<file path="src/rtl/shift_sequencer_if.sv">
// rtl/shift_sequencer_if.sv - control/data handshake bundle between the DSP control unit and the shift sequencer
interface shift_sequencer_if #(
    parameter int WIDTH = 8,
    parameter int CNT_W = 4
);
    logic             Start;
    logic [1:0]       Op;
    logic [CNT_W-1:0] Count;
    logic [WIDTH-1:0] In1;
    logic             Ready;
    logic             Busy;
    logic             Done;
    logic [WIDTH-1:0] Out;
    logic             Carry;
    logic             Zero;

    modport master (
        output Start, Op, Count, In1,
        input  Ready, Busy, Done, Out, Carry, Zero
    );

    modport slave (
        input  Start, Op, Count, In1,
        output Ready, Busy, Done, Out, Carry, Zero
    );
endinterface

</file>
<file path="src/rtl/shift_sequencer.sv">
// rtl/shift_sequencer.sv - multi-cycle 1-bit-per-clock shift controller; SHIFT_FLAGS_EN enables Carry/Zero flags
module shift_sequencer #(
    parameter int WIDTH = 8,
    parameter int CNT_W = 4
) (
    input  logic               Clk,
    input  logic               Reset,
    shift_sequencer_if.slave   bus
);
    typedef enum logic [1:0] {IDLE, SHIFT, DONE} state_t;

    state_t           state, next_state;
    logic [WIDTH-1:0] sh, sh_next, out_q;
    logic [1:0]       op_q;
    logic [CNT_W-1:0] cnt;
    logic             ready, busy, done;
    logic             count_zero, last_step;

    assign count_zero = (bus.Count == '0);
    assign last_step  = (cnt == CNT_W'(1));

    always_ff @(posedge Clk) begin
        if (Reset) state <= IDLE;
        else       state <= next_state;
    end

    always_comb begin
        next_state = state;
        case (state)
            IDLE:    if (bus.Start) next_state = count_zero ? DONE : SHIFT;
            SHIFT:   if (last_step) next_state = DONE;
            DONE:    next_state = IDLE;
            default: next_state = IDLE;
        endcase
    end

    always_comb begin
        ready = 1'b0;
        busy  = 1'b0;
        done  = 1'b0;
        case (state)
            IDLE:    ready = 1'b1;
            SHIFT:   busy  = 1'b1;
            DONE:    done  = 1'b1;
            default: ready = 1'b0;
        endcase
    end

    // Single-bit shifter reused every SHIFT cycle instead of a barrel shifter
    always_comb begin
        sh_next = sh;
        case (op_q)
            2'b00: sh_next = {sh[WIDTH-2:0], 1'b0};
            2'b01: sh_next = {1'b0, sh[WIDTH-1:1]};
            2'b10: sh_next = {sh[WIDTH-1], sh[WIDTH-1:1]};
            2'b11: sh_next = {sh[WIDTH-2:0], sh[WIDTH-1]};
            default: sh_next = sh;
        endcase
    end

    always_ff @(posedge Clk) begin
        if (Reset) begin
            sh    <= '0;
            op_q  <= '0;
            cnt   <= '0;
            out_q <= '0;
        end else begin
            case (state)
                IDLE: if (bus.Start) begin
                    sh   <= bus.In1;
                    op_q <= bus.Op;
                    cnt  <= bus.Count;
                    if (count_zero) out_q <= bus.In1;
                end
                SHIFT: begin
                    sh  <= sh_next;
                    cnt <= cnt - CNT_W'(1);
                    if (last_step) out_q <= sh_next;
                end
                default: ;
            endcase
        end
    end

`ifdef SHIFT_FLAGS_EN
    logic carry_q, zero_q, shout;

    // LSL/ROL lose the MSB, LSR/ASR lose the LSB
    assign shout = (op_q == 2'b00 || op_q == 2'b11) ? sh[WIDTH-1] : sh[0];

    always_ff @(posedge Clk) begin
        if (Reset) begin
            carry_q <= 1'b0;
            zero_q  <= 1'b0;
        end else begin
            case (state)
                IDLE: if (bus.Start && count_zero) begin
                    carry_q <= 1'b0;
                    zero_q  <= (bus.In1 == '0);
                end
                SHIFT: if (last_step) begin
                    carry_q <= shout;
                    zero_q  <= (sh_next == '0);
                end
                default: ;
            endcase
        end
    end

    assign bus.Carry = carry_q;
    assign bus.Zero  = zero_q;
`else
    assign bus.Carry = 1'b0;
    assign bus.Zero  = 1'b0;
`endif

    assign bus.Ready = ready;
    assign bus.Busy  = busy;
    assign bus.Done  = done;
    assign bus.Out   = out_q;
endmodule
</file>
<file path="src/flat_wrapper.sv">
// flat-port wrapper written by rule: the top's interface ports become plain ports
module shift_sequencer_flat 
#(
    parameter int WIDTH = 8,
    parameter int CNT_W = 4
)
  (Clk, Reset, bus_Start, bus_Op, bus_Count, bus_In1, bus_Ready, bus_Busy, bus_Done, bus_Out, bus_Carry, bus_Zero);
  shift_sequencer_if #(.WIDTH(WIDTH), .CNT_W(CNT_W)) bus_i ();
  input  logic Clk;
  input  logic Reset;
  input wire logic [$bits(bus_i.Start)-1:0] bus_Start;
  input wire logic [$bits(bus_i.Op)-1:0] bus_Op;
  input wire logic [$bits(bus_i.Count)-1:0] bus_Count;
  input wire logic [$bits(bus_i.In1)-1:0] bus_In1;
  output wire logic [$bits(bus_i.Ready)-1:0] bus_Ready;
  output wire logic [$bits(bus_i.Busy)-1:0] bus_Busy;
  output wire logic [$bits(bus_i.Done)-1:0] bus_Done;
  output wire logic [$bits(bus_i.Out)-1:0] bus_Out;
  output wire logic [$bits(bus_i.Carry)-1:0] bus_Carry;
  output wire logic [$bits(bus_i.Zero)-1:0] bus_Zero;
  assign bus_i.Start = bus_Start;
  assign bus_i.Op = bus_Op;
  assign bus_i.Count = bus_Count;
  assign bus_i.In1 = bus_In1;
  assign bus_Ready = bus_i.Ready;
  assign bus_Busy = bus_i.Busy;
  assign bus_Done = bus_i.Done;
  assign bus_Out = bus_i.Out;
  assign bus_Carry = bus_i.Carry;
  assign bus_Zero = bus_i.Zero;
  shift_sequencer #(.WIDTH(WIDTH), .CNT_W(CNT_W)) u_core (.Clk(Clk), .Reset(Reset), .bus(bus_i));
endmodule
</file>
<file path="config.mk">
export PLATFORM = sky130hd
export DESIGN_NAME = shift_sequencer_flat
export DESIGN_NICKNAME = d
export VERILOG_FILES = /design/src/rtl/shift_sequencer_if.sv /design/src/rtl/shift_sequencer.sv /design/src/flat_wrapper.sv
export SDC_FILE = /design/constraint.sdc
export NUM_CORES = 1
export LEC_CHECK = 0
export CAP_MARGIN = 25
export CELL_PAD_IN_SITES_DETAIL_PLACEMENT = 1
export CELL_PAD_IN_SITES_GLOBAL_PLACEMENT = 2
export CORE_MARGIN = 5
export CORE_UTILIZATION = 31
export CTS_CLUSTER_SIZE = 28
export DETAILED_ROUTE_END_ITERATION = 7
export PLACE_DENSITY = 0.87
export RECOVER_POWER = 50
export SLEW_MARGIN = 15
export SYNTH_ARGS = -nofsm -noshare
export SYNTH_HDL_FRONTEND = slang
export SYNTH_SLANG_ARGS = --single-unit
</file>
<file path="constraint.sdc">
create_clock -name Clk -period 4.5 [get_ports Clk]
set_input_delay 0.675 -clock Clk [delete_from_list [all_inputs] [get_ports Clk]]
set_output_delay 0.675 -clock Clk [all_outputs]
set_load 0.03 [all_outputs]
</file>
==> flow_summary.ini, run 1 <==
[sta]
worst_pin_slew_ps = 982
clock.fmax_ghz = 0.337
setup_tns_ps = 0
period_share_pct = 66.0
relSlewSlack_pct = 34.5
period_needed_ps = 2970
slew_viol_final = 0
rsz0062_at_grt = no
fin_worst_skew_ps = 11.7
setup_viol = 0
finalHoldViolCount = 0

[cts]
cts_buffer_depth = 2
tritoncts = built
insertion_delay_ps = 270
post-cts-setup-buffers = 0
path_clk_slew_ps = 90
cts-resized-gates = 0
cts_sinks = 24
cts-root-buf = clkbuf_8
numCtsBuffers = 3
ctsHoldBuffers = 0
htree_levels = 1

[final_layout]
syn_to_final_growth_pct = 27.5
layout-drive-gt1-share_pct = 9.20
seqCellArea_sq_um = 480
antenna_cells = 0
fin_cells = 213
fillers = 481
nets = 183
multi_input_area_sq_um = 706

[hold_path]
hold_path.class = reg -> reg
min_from = u_core.bus.Out[6]
hold_path_end = u_core.bus.Out[6]
worst_hold_path.num_cells = 1

[logic_synthesis]
synth_area_leaders = dfxtp_1 38%, mux2i_1 4.8%, a21oi_1 4.4%
yosysWarnings = 0
synth_area_sq_mm = 0.00126
synth_common_cells = 24 x dfxtp_1, 13 x nor2_1, 11 x a21oi_1, 11 x nand2_1
synthFlopType = dfxtp_1
synth_cells = 142
yosysMostFrequentCell = dfxtp_1
synth_cell_types = 38
ys_ff_latch = 24
synth_area_leader_cell = dfxtp_1
avgSynthCellArea_sq_um = 8.89
async_flop_share_pct = 0
ys_seq_area_share_pct = 38.1
synth_top_area_share_pct = 38.1
synth_edf_count = 0

[setup_path]
timing.rr.start = u_core.state[1]
r2r_cells = 5
r2r_end = u_core.bus.Out[6]
path_max_fanout = 20
critPathKind = reg -> out
regToRegSetupSlack_ps = 2580
end_kind = output pin
cp.arrival_ps = 2300
crit_path_start_kind = flop
worstPathRequired_ps = 3830

[die]
coreArea_sq_mm = 0.00397
die_w_um = 73.8
initial_core_util_pct = 31.8
io_pins = 30
die_h_um = 73.8
rows = 23
dieArea_sq_mm = 0.00545

[outcome]
outcome = finished, final reports clean

[placed_design]
dp_cells = 209
place_congestion = 0.774
dpl.hpwl_mm = 2.61
numPortBuffers = 27

[global_routing]
grt_overflow = 0
grt_pass1_vias = 1155
grt_max_degree = 21
track_usage_pct = 13.4
grt_pass1_wl_mm = 5.58
antenna_found_initial = 0

[drt]
drt-vias-per-instance = 5.33
wl_per_cell_um = 15.7
routed_wl_mm = 3.34
drtIter0Drc = 26
antenna_left = 0
drc = 0
num_vias = 1135
dr.pass1.iters = 4

[power_and_ir_drop]
ir_worst_vdd_v = 0.000121
p_leak_nw = 0.616
power.density_mw_per_mm2 = 361

[run]
drv_cap = 0
-- logic make-up (layout without fill, tap and decap cells) --
logic type	count (synthesis)	count (layout)	share of synthesized area (%)
other	1	2	0.297
AOI/OAI and AO/OA	45	45	26.8
DFF	24	24	38.1
muxes	8	8	6.54
and+or+nand+nor	45	45	18.7
buffers and inverters	16	36	6.34
xor gates and xnor gates	1	1	1.29
adders and majority gates	2	2	1.98
-- worst max-delay path by stage --
stage,cells past startpoint,startpoint,end,slack (ps)
CTS,3,u_core.state[1],bus_Busy,1520
finish,3,u_core.state[1],bus_Busy,1530
detailed placement,3,u_core.state[1],bus_Busy,1810
global route,3,u_core.state[1],bus_Busy,1340
floorplan,4,bus_Count[2],u_core.bus.Out[0],2570
global placement,3,u_core.state[1],bus_Busy,1880
-- per-stage QoR --
stage          instance area [sq um]  total power, mW  worst slack, ps  util [%]  hold slack [ps]
2_1_floorplan                   1270            0.353             2570         -              436
3_3_place_gp                    1540            0.395             1880      38.7              457
3_5_place_dp                    1540            0.399             1810      38.7              465
4_1_cts                         1610            0.591             1520      40.5              492
5_1_grt                         1610            0.615             1340      40.5              503
6_report                        1610            0.582             1530      40.5              489
-- routing by layer --
| layer | track usage, % | routed length, um | vias up |
|---|---|---|---|
| li1 | - | - | 557 |
| met3 | 3.15 | 178 | 3 |
| met1 | 15.5 | 1390 | 547 |
| met5 | 0 | 0 | - |
| met2 | 24.1 | 1730 | 28 |
| met4 | 4.23 | 36 | 0 |
-- flip-flops by register name (all words and copies together), names as in the netlist --
signal	count
u_core.bus.Out	8
u_core.sh	8
u_core.cnt	4
u_core.op_q	2
u_core.state	2
-- critical path, stage by stage, from the launching register on --
cell and delay (ps):
dfxtp_1 430, nand2b_1 330, inv_1 480, clkdlybuf4s50_1 780
-- layout make-up --
type / instances / area share (%)
multi-input cells: 103 / 43.9
well taps: 50 / 3.89
clock inverters: 1 / 1.87
repair buffers: 27 / 16.8
inverters: 5 / 1.17
flip-flops and latches: 24 / 29.9
clock buffers: 3 / 2.57
-- layout by cell type (no fill, tap or decap), types with 2 or more instances in the layout --
master,synthesis,final
dlygate4sd3_1,0,11
ha_1,2,2
mux2i_1,6,6
a21oi_2,5,5
nor3_1,3,3
nand2b_1,4,4
a32o_1,2,2
nor2_1,13,13
a221o_1,2,2
a22o_1,6,6
dfxtp_1,24,24
inv_1,5,5
a211o_1,6,6
nand2_1,11,11
nand3b_1,2,2
clkbuf_8,0,3
clkdlybuf4s50_1,0,16
conb_1,1,2
mux2_2,2,2
o22ai_1,2,2
nand3_1,4,4
a211oi_1,5,5
a21oi_1,11,11
o211ai_1,2,2
-- power by group --
part | internal, mW | switching (mW) | leakage (nW)
clock | 0.119 | 0.0712 | 0.0357
combinational | 0.0621 | 0.0797 | 0.383
sequential | 0.230 | 0.0192 | 0.197
(Power assumes the default switching activity.)
==> run 2: changes to the inputs <==
--- a/config.mk
+++ b/config.mk
@@ -9,10 +9,10 @@
 export CELL_PAD_IN_SITES_DETAIL_PLACEMENT = 1
 export CELL_PAD_IN_SITES_GLOBAL_PLACEMENT = 2
 export CORE_MARGIN = 5
-export CORE_UTILIZATION = 31
+export CORE_UTILIZATION = 26
 export CTS_CLUSTER_SIZE = 28
 export DETAILED_ROUTE_END_ITERATION = 7
-export PLACE_DENSITY = 0.87
+export PLACE_DENSITY = 0.78
 export RECOVER_POWER = 50
 export SLEW_MARGIN = 15
 export SYNTH_ARGS = -nofsm -noshare
==> constraint.sdc (replaced) <==
create_clock -name Clk -period 2.7 [get_ports Clk]
set_input_delay 0.405 -clock Clk [delete_from_list [all_inputs] [get_ports Clk]]
set_output_delay 0.405 -clock Clk [all_outputs]
set_load 0.03 [all_outputs]
==> flow_summary.ini, run 2 (same netlist as run 1, synthesis figures left out) <==
[outcome]
outcome = finished, final reports clean

[placed_design]
numPortBuffers = 27
place_ws_ps = 378
dp_cells = 229
place_congestion = 0.795
dpl.hpwl_mm = 2.68

[drt]
wl_per_cell_um = 15.2
top_layer = met4
routed_wl_mm = 3.55
dr.pass1.iters = 4
drt-met1-wl_mm = 1.63
drtIter0Drc = 74
dr_wl_met3_um = 214
num_vias = 1149
antenna_left = 0
drc = 0
drt-vias-per-instance = 4.93
dr_wl_met2_mm = 1.69

[global_routing]
antenna_found_initial = 0
grt_max_degree = 20
grt_overflow = 0
track_usage_pct = 11.7
grt_pass1_wl_mm = 5.89
grt_pass1_vias = 1212

[setup_path]
cp_top_family = buffers and inverters
path_max_fanout = 12
cp.arrival_ps = 1760
max_stage_delay_ps = 700
crit_path_start_kind = flop
path_buf_inv = 2
timing.rr.start = u_core.cnt[1]
path_depth = 3
r2r_cells = 6
end_kind = output pin
cp_slowest_cell = clkdlybuf4s50_1
worstPathRequired_ps = 2300
regToRegSetupSlack_ps = 750
r2r_end = u_core.bus.Out[0]
worstPathCellList = nand2b_1 -> inv_1 -> clkdlybuf4s50_1
critPathKind = reg -> out

[power_and_ir_drop]
ir_worst_vdd_v = 0.000249
power.density_mw_per_mm2 = 557
p_leak_nw = 0.623

[hold_path]
hold_path_end = u_core.bus.Out[7]
hold_path.class = reg -> reg
min_from = u_core.bus.Out[7]
worst_hold_path.num_cells = 1

[sta]
worst_pin_slew_ps = 957
rsz0062_at_grt = no
fin_worst_skew_ps = 11.4
relSlewSlack_pct = 36.2
setup_viol = 0
period_needed_ps = 2170
finalHoldViolCount = 0
period_share_pct = 80.3
clock.fmax_ghz = 0.461
slew_viol_final = 0
setup_ws_ps = 531
setup_tns_ps = 0

[final_layout]
antenna_cells = 0
most-common-layout-cells = 24 x dfxtp_1, 17 x clkdlybuf4s50_1, 13 x nor2_1
fin_cells = 233
layout-drive-gt1-share_pct = 10.8
nets = 186
syn_to_final_growth_pct = 29.6
multi_input_area_sq_um = 706
layout_commonest_cell = dfxtp_1
seqCellArea_sq_um = 480
fillers = 557

[cts]
htree_levels = 1
ctsHoldBuffers = 0
tritoncts = built
cts-resized-gates = 0
post-cts-setup-buffers = 0
cts_sinks = 24
cts_buffer_depth = 2
path_clk_slew_ps = 90
numCtsBuffers = 3
insertion_delay_ps = 270
cts-root-buf = clkbuf_8

[die]
rows = 25
die_w_um = 79.7
coreArea_sq_mm = 0.00472
die_h_um = 79.7
io_pins = 30
dieArea_sq_mm = 0.00635
initial_core_util_pct = 26.7

[run]
drv_cap = 0
-- run 2: changes by cell type in the layout (fill, tap and decap cells not counted) --
cell	change
clkbuf_8	+1
dlygate4sd3_1	-1
bufinv_16	-1
buf_4	+3
clkdlybuf4s50_1	+1
-- run 2: where the power goes --
group / internal (mW) / total (mW) / switching (mW)
combinational: 0.109 / 0.245 / 0.136
sequential: 0.384 / 0.416 / 0.0321
clock: 0.130 / 0.251 / 0.121
-- run 2: worst max path at each step --
stage	startpoint	to	slack [ps]
2_1_floorplan	bus_Count[2]	u_core.bus.Out[0]	1040
3_3_place_gp	bus_Count[2]	u_core.bus.Out[7]	420
3_5_place_dp	bus_Count[2]	u_core.bus.Out[0]	380
4_1_cts	u_core.state[1]	bus_Busy	490
5_1_grt	bus_Start	u_core.cnt[1]	300
6_report	u_core.state[1]	bus_Busy	530
-- run 2: worst register-to-register path, delay by kind of cell (launching register included) --
family,cells,cell delay [ps]
simple gates,2,840
flops,1,330
buf+inv,1,110
fa+ha+maj,1,150
compound gates,2,470
-- run 2: layout make-up --
class                           count  area share (%)
Tap cell                           67            5.12
Inverter                            5            1.15
Clock buffer                        4            3.36
Multi-Input combinational cell    103            43.1
Timing Repair Buffer               30            17.9
Sequential cell                    24            29.4
-- run 2: per-stage QoR --
step                hold WS, ps  utilization, %  power, mW  instance area [sq um]
finish                      472            34.6      0.912                   1640
global route                512            34.6      0.969                   1640
CTS                         483            34.6      0.933                   1640
detailed placement          459            33.5      0.672                   1580
global placement            455            33.5      0.662                   1580
floorplan                   436               -      0.588                   1270
-- run 2: routing by layer --
layer  track usage [%]  vias to the layer above
met3              3.39                        4
met5                 0                        -
li1                  -                      558
met2              19.4                       31
met4              2.06                        0
met1              15.1                      556
==> run 3: changes to the inputs <==
==> constraint.sdc (replaced) <==
create_clock -name Clk -period 1.9 [get_ports Clk]
set_input_delay 0.285 -clock Clk [delete_from_list [all_inputs] [get_ports Clk]]
set_output_delay 0.285 -clock Clk [all_outputs]
set_load 0.03 [all_outputs]
==> flow_summary.ini, run 3 (same netlist as run 1, synthesis figures left out) <==
[hold_path]
worst_hold_path.num_cells = 2
hold_path.class = reg -> reg
hold_path_end = u_core.sh[0]
min_from = u_core.sh[0]

[run]
drv_cap = 0

[placed_design]
numPortBuffers = 27
place_congestion = 0.821
dpl.hpwl_mm = 2.67
place_area_sq_mm = 0.00166

[cts]
cts_sinks = 24
path_clk_slew_ps = 90
cts-root-buf = clkbuf_8
htree_levels = 1
tritoncts = built
insertion_delay_ps = 280
numCtsBuffers = 3
cts_buffer_depth = 2
post-cts-setup-buffers = 0

[sta]
period_share_pct = 92.9
setup_viol = 0
slew_viol_final = 0
setup_tns_ps = 0
worst_pin_slew_ps = 689
relSlewSlack_pct = 53.9
clock.fmax_ghz = 0.567
finalHoldViolCount = 0
period_needed_ps = 1760
rsz0062_at_grt = no
fin_worst_skew_ps = 8.90

[global_routing]
grt_pass1_vias = 1322
grt_max_degree = 15
antenna_found_initial = 0
track_usage_pct = 12.4
grt_pass1_wl_mm = 6.18
grt_overflow = 0

[final_layout]
syn_to_final_growth_pct = 36.0
antenna_cells = 0
most-common-layout-cells = 23 x dfxtp_1, 16 x clkdlybuf4s50_1, 13 x nor2_1
fillers = 553
layout-drive-gt1-share_pct = 17.0
nets = 196
layout_commonest_cell = dfxtp_1
postLayoutCellArea_sq_mm = 0.00172

[power_and_ir_drop]
power.density_mw_per_mm2 = 771
p_leak_nw = 0.660
ir_worst_vdd_v = 0.000276

[setup_path]
regToRegSetupSlack_ps = 140
path_max_fanout = 8
critPathKind = reg -> reg
r2r_end = u_core.bus.Out[1]
cp.arrival_ps = 1930
end_kind = flop
r2r_cells = 6
worstPathRequired_ps = 2070
crit_path_start_kind = flop
timing.rr.start = u_core.cnt[1]

[die]
dieArea_sq_mm = 0.00635
io_pins = 30
coreArea_sq_mm = 0.00472
die_w_um = 79.7
rows = 25
initial_core_util_pct = 26.7
die_h_um = 79.7

[drt]
num_vias = 1192
drc = 0
dr.pass1.iters = 4
drt-vias-per-instance = 4.91
wl_per_cell_um = 15.0
routed_wl_mm = 3.65
drtIter0Drc = 46
antenna_left = 0

[outcome]
outcome = finished, final reports clean
[run 3: final cells by class]
cell class                      instances  area (sq um)  area share, %
Clock buffer                            4          55.1           3.21
Timing Repair inverter                  1          5.00          0.292
Tap cell                               67          83.8           4.88
Timing Repair Buffer                   39           360           21.0
Multi-Input combinational cell        103           708           41.3
Inverter                                5          22.5           1.31
Sequential cell                        24           482           28.1
[run 3: per-stage QoR]
step	utilization (%)	total power, mW	std cells	hold slack, ps	worst slack (ps)
after detailed placement	35.1	0.974	238	459	-121
after global placement	35.1	0.965	238	454	-106
final	36.3	1.32	243	480	136
after global routing	36.3	1.41	243	510	5.54
after floorplan	-	0.835	143	433	256
after CTS	36.5	1.35	243	483	55.1
[run 3: repair_timing]
action / 4_1_cts / 5_1_grt
pin swaps: 0 / 0
resized for setup: 4 / 1
endpoints found under the setup margin: 3 / 1
hold buffers: 0 / 0
cloned: 1 / 0
[run 3: layer usage]
metal	share of wire (%)	wire [um]	up-vias	GRT usage (%)
li1	-	-	577	-
met4	2.1	77	0	5.15
met3	6.3	230	9	3.95
met1	46	1690	568	15.5
met2	45	1660	38	19.7
met5	0	0	-	0
[run 3: report_power, final]
part	total, mW	internal (mW)	switching [mW]
Clock	0.363	0.186	0.177
Combinational	0.370	0.170	0.200
Sequential	0.590	0.546	0.0444
Total	1.32	0.901	0.422
[run 3: worst max-delay path by stage]
stage / start / to / slack, ps / depth (start not counted)
after CTS: u_core.state[1] / bus_Busy / 60 / 3
final: u_core.cnt[1] / u_core.bus.Out[1] / 140 / 6
after detailed placement: bus_Count[2] / u_core.bus.Out[4] / -120 / 6
after global placement: bus_Count[1] / u_core.bus.Out[5] / -110 / 6
after floorplan: u_core.cnt[1] / u_core.bus.Out[0] / 260 / 6
after global routing: u_core.cnt[1] / u_core.bus.Out[5] / 6 / 6
[run 3: worst max-delay path: stages (launching register included)]
cell,delay (ps)
dfxtp_1,320
inv_1,90
ha_1,150
or3b_2,480
o22ai_1,170
nor2_1,180
a22o_1,270
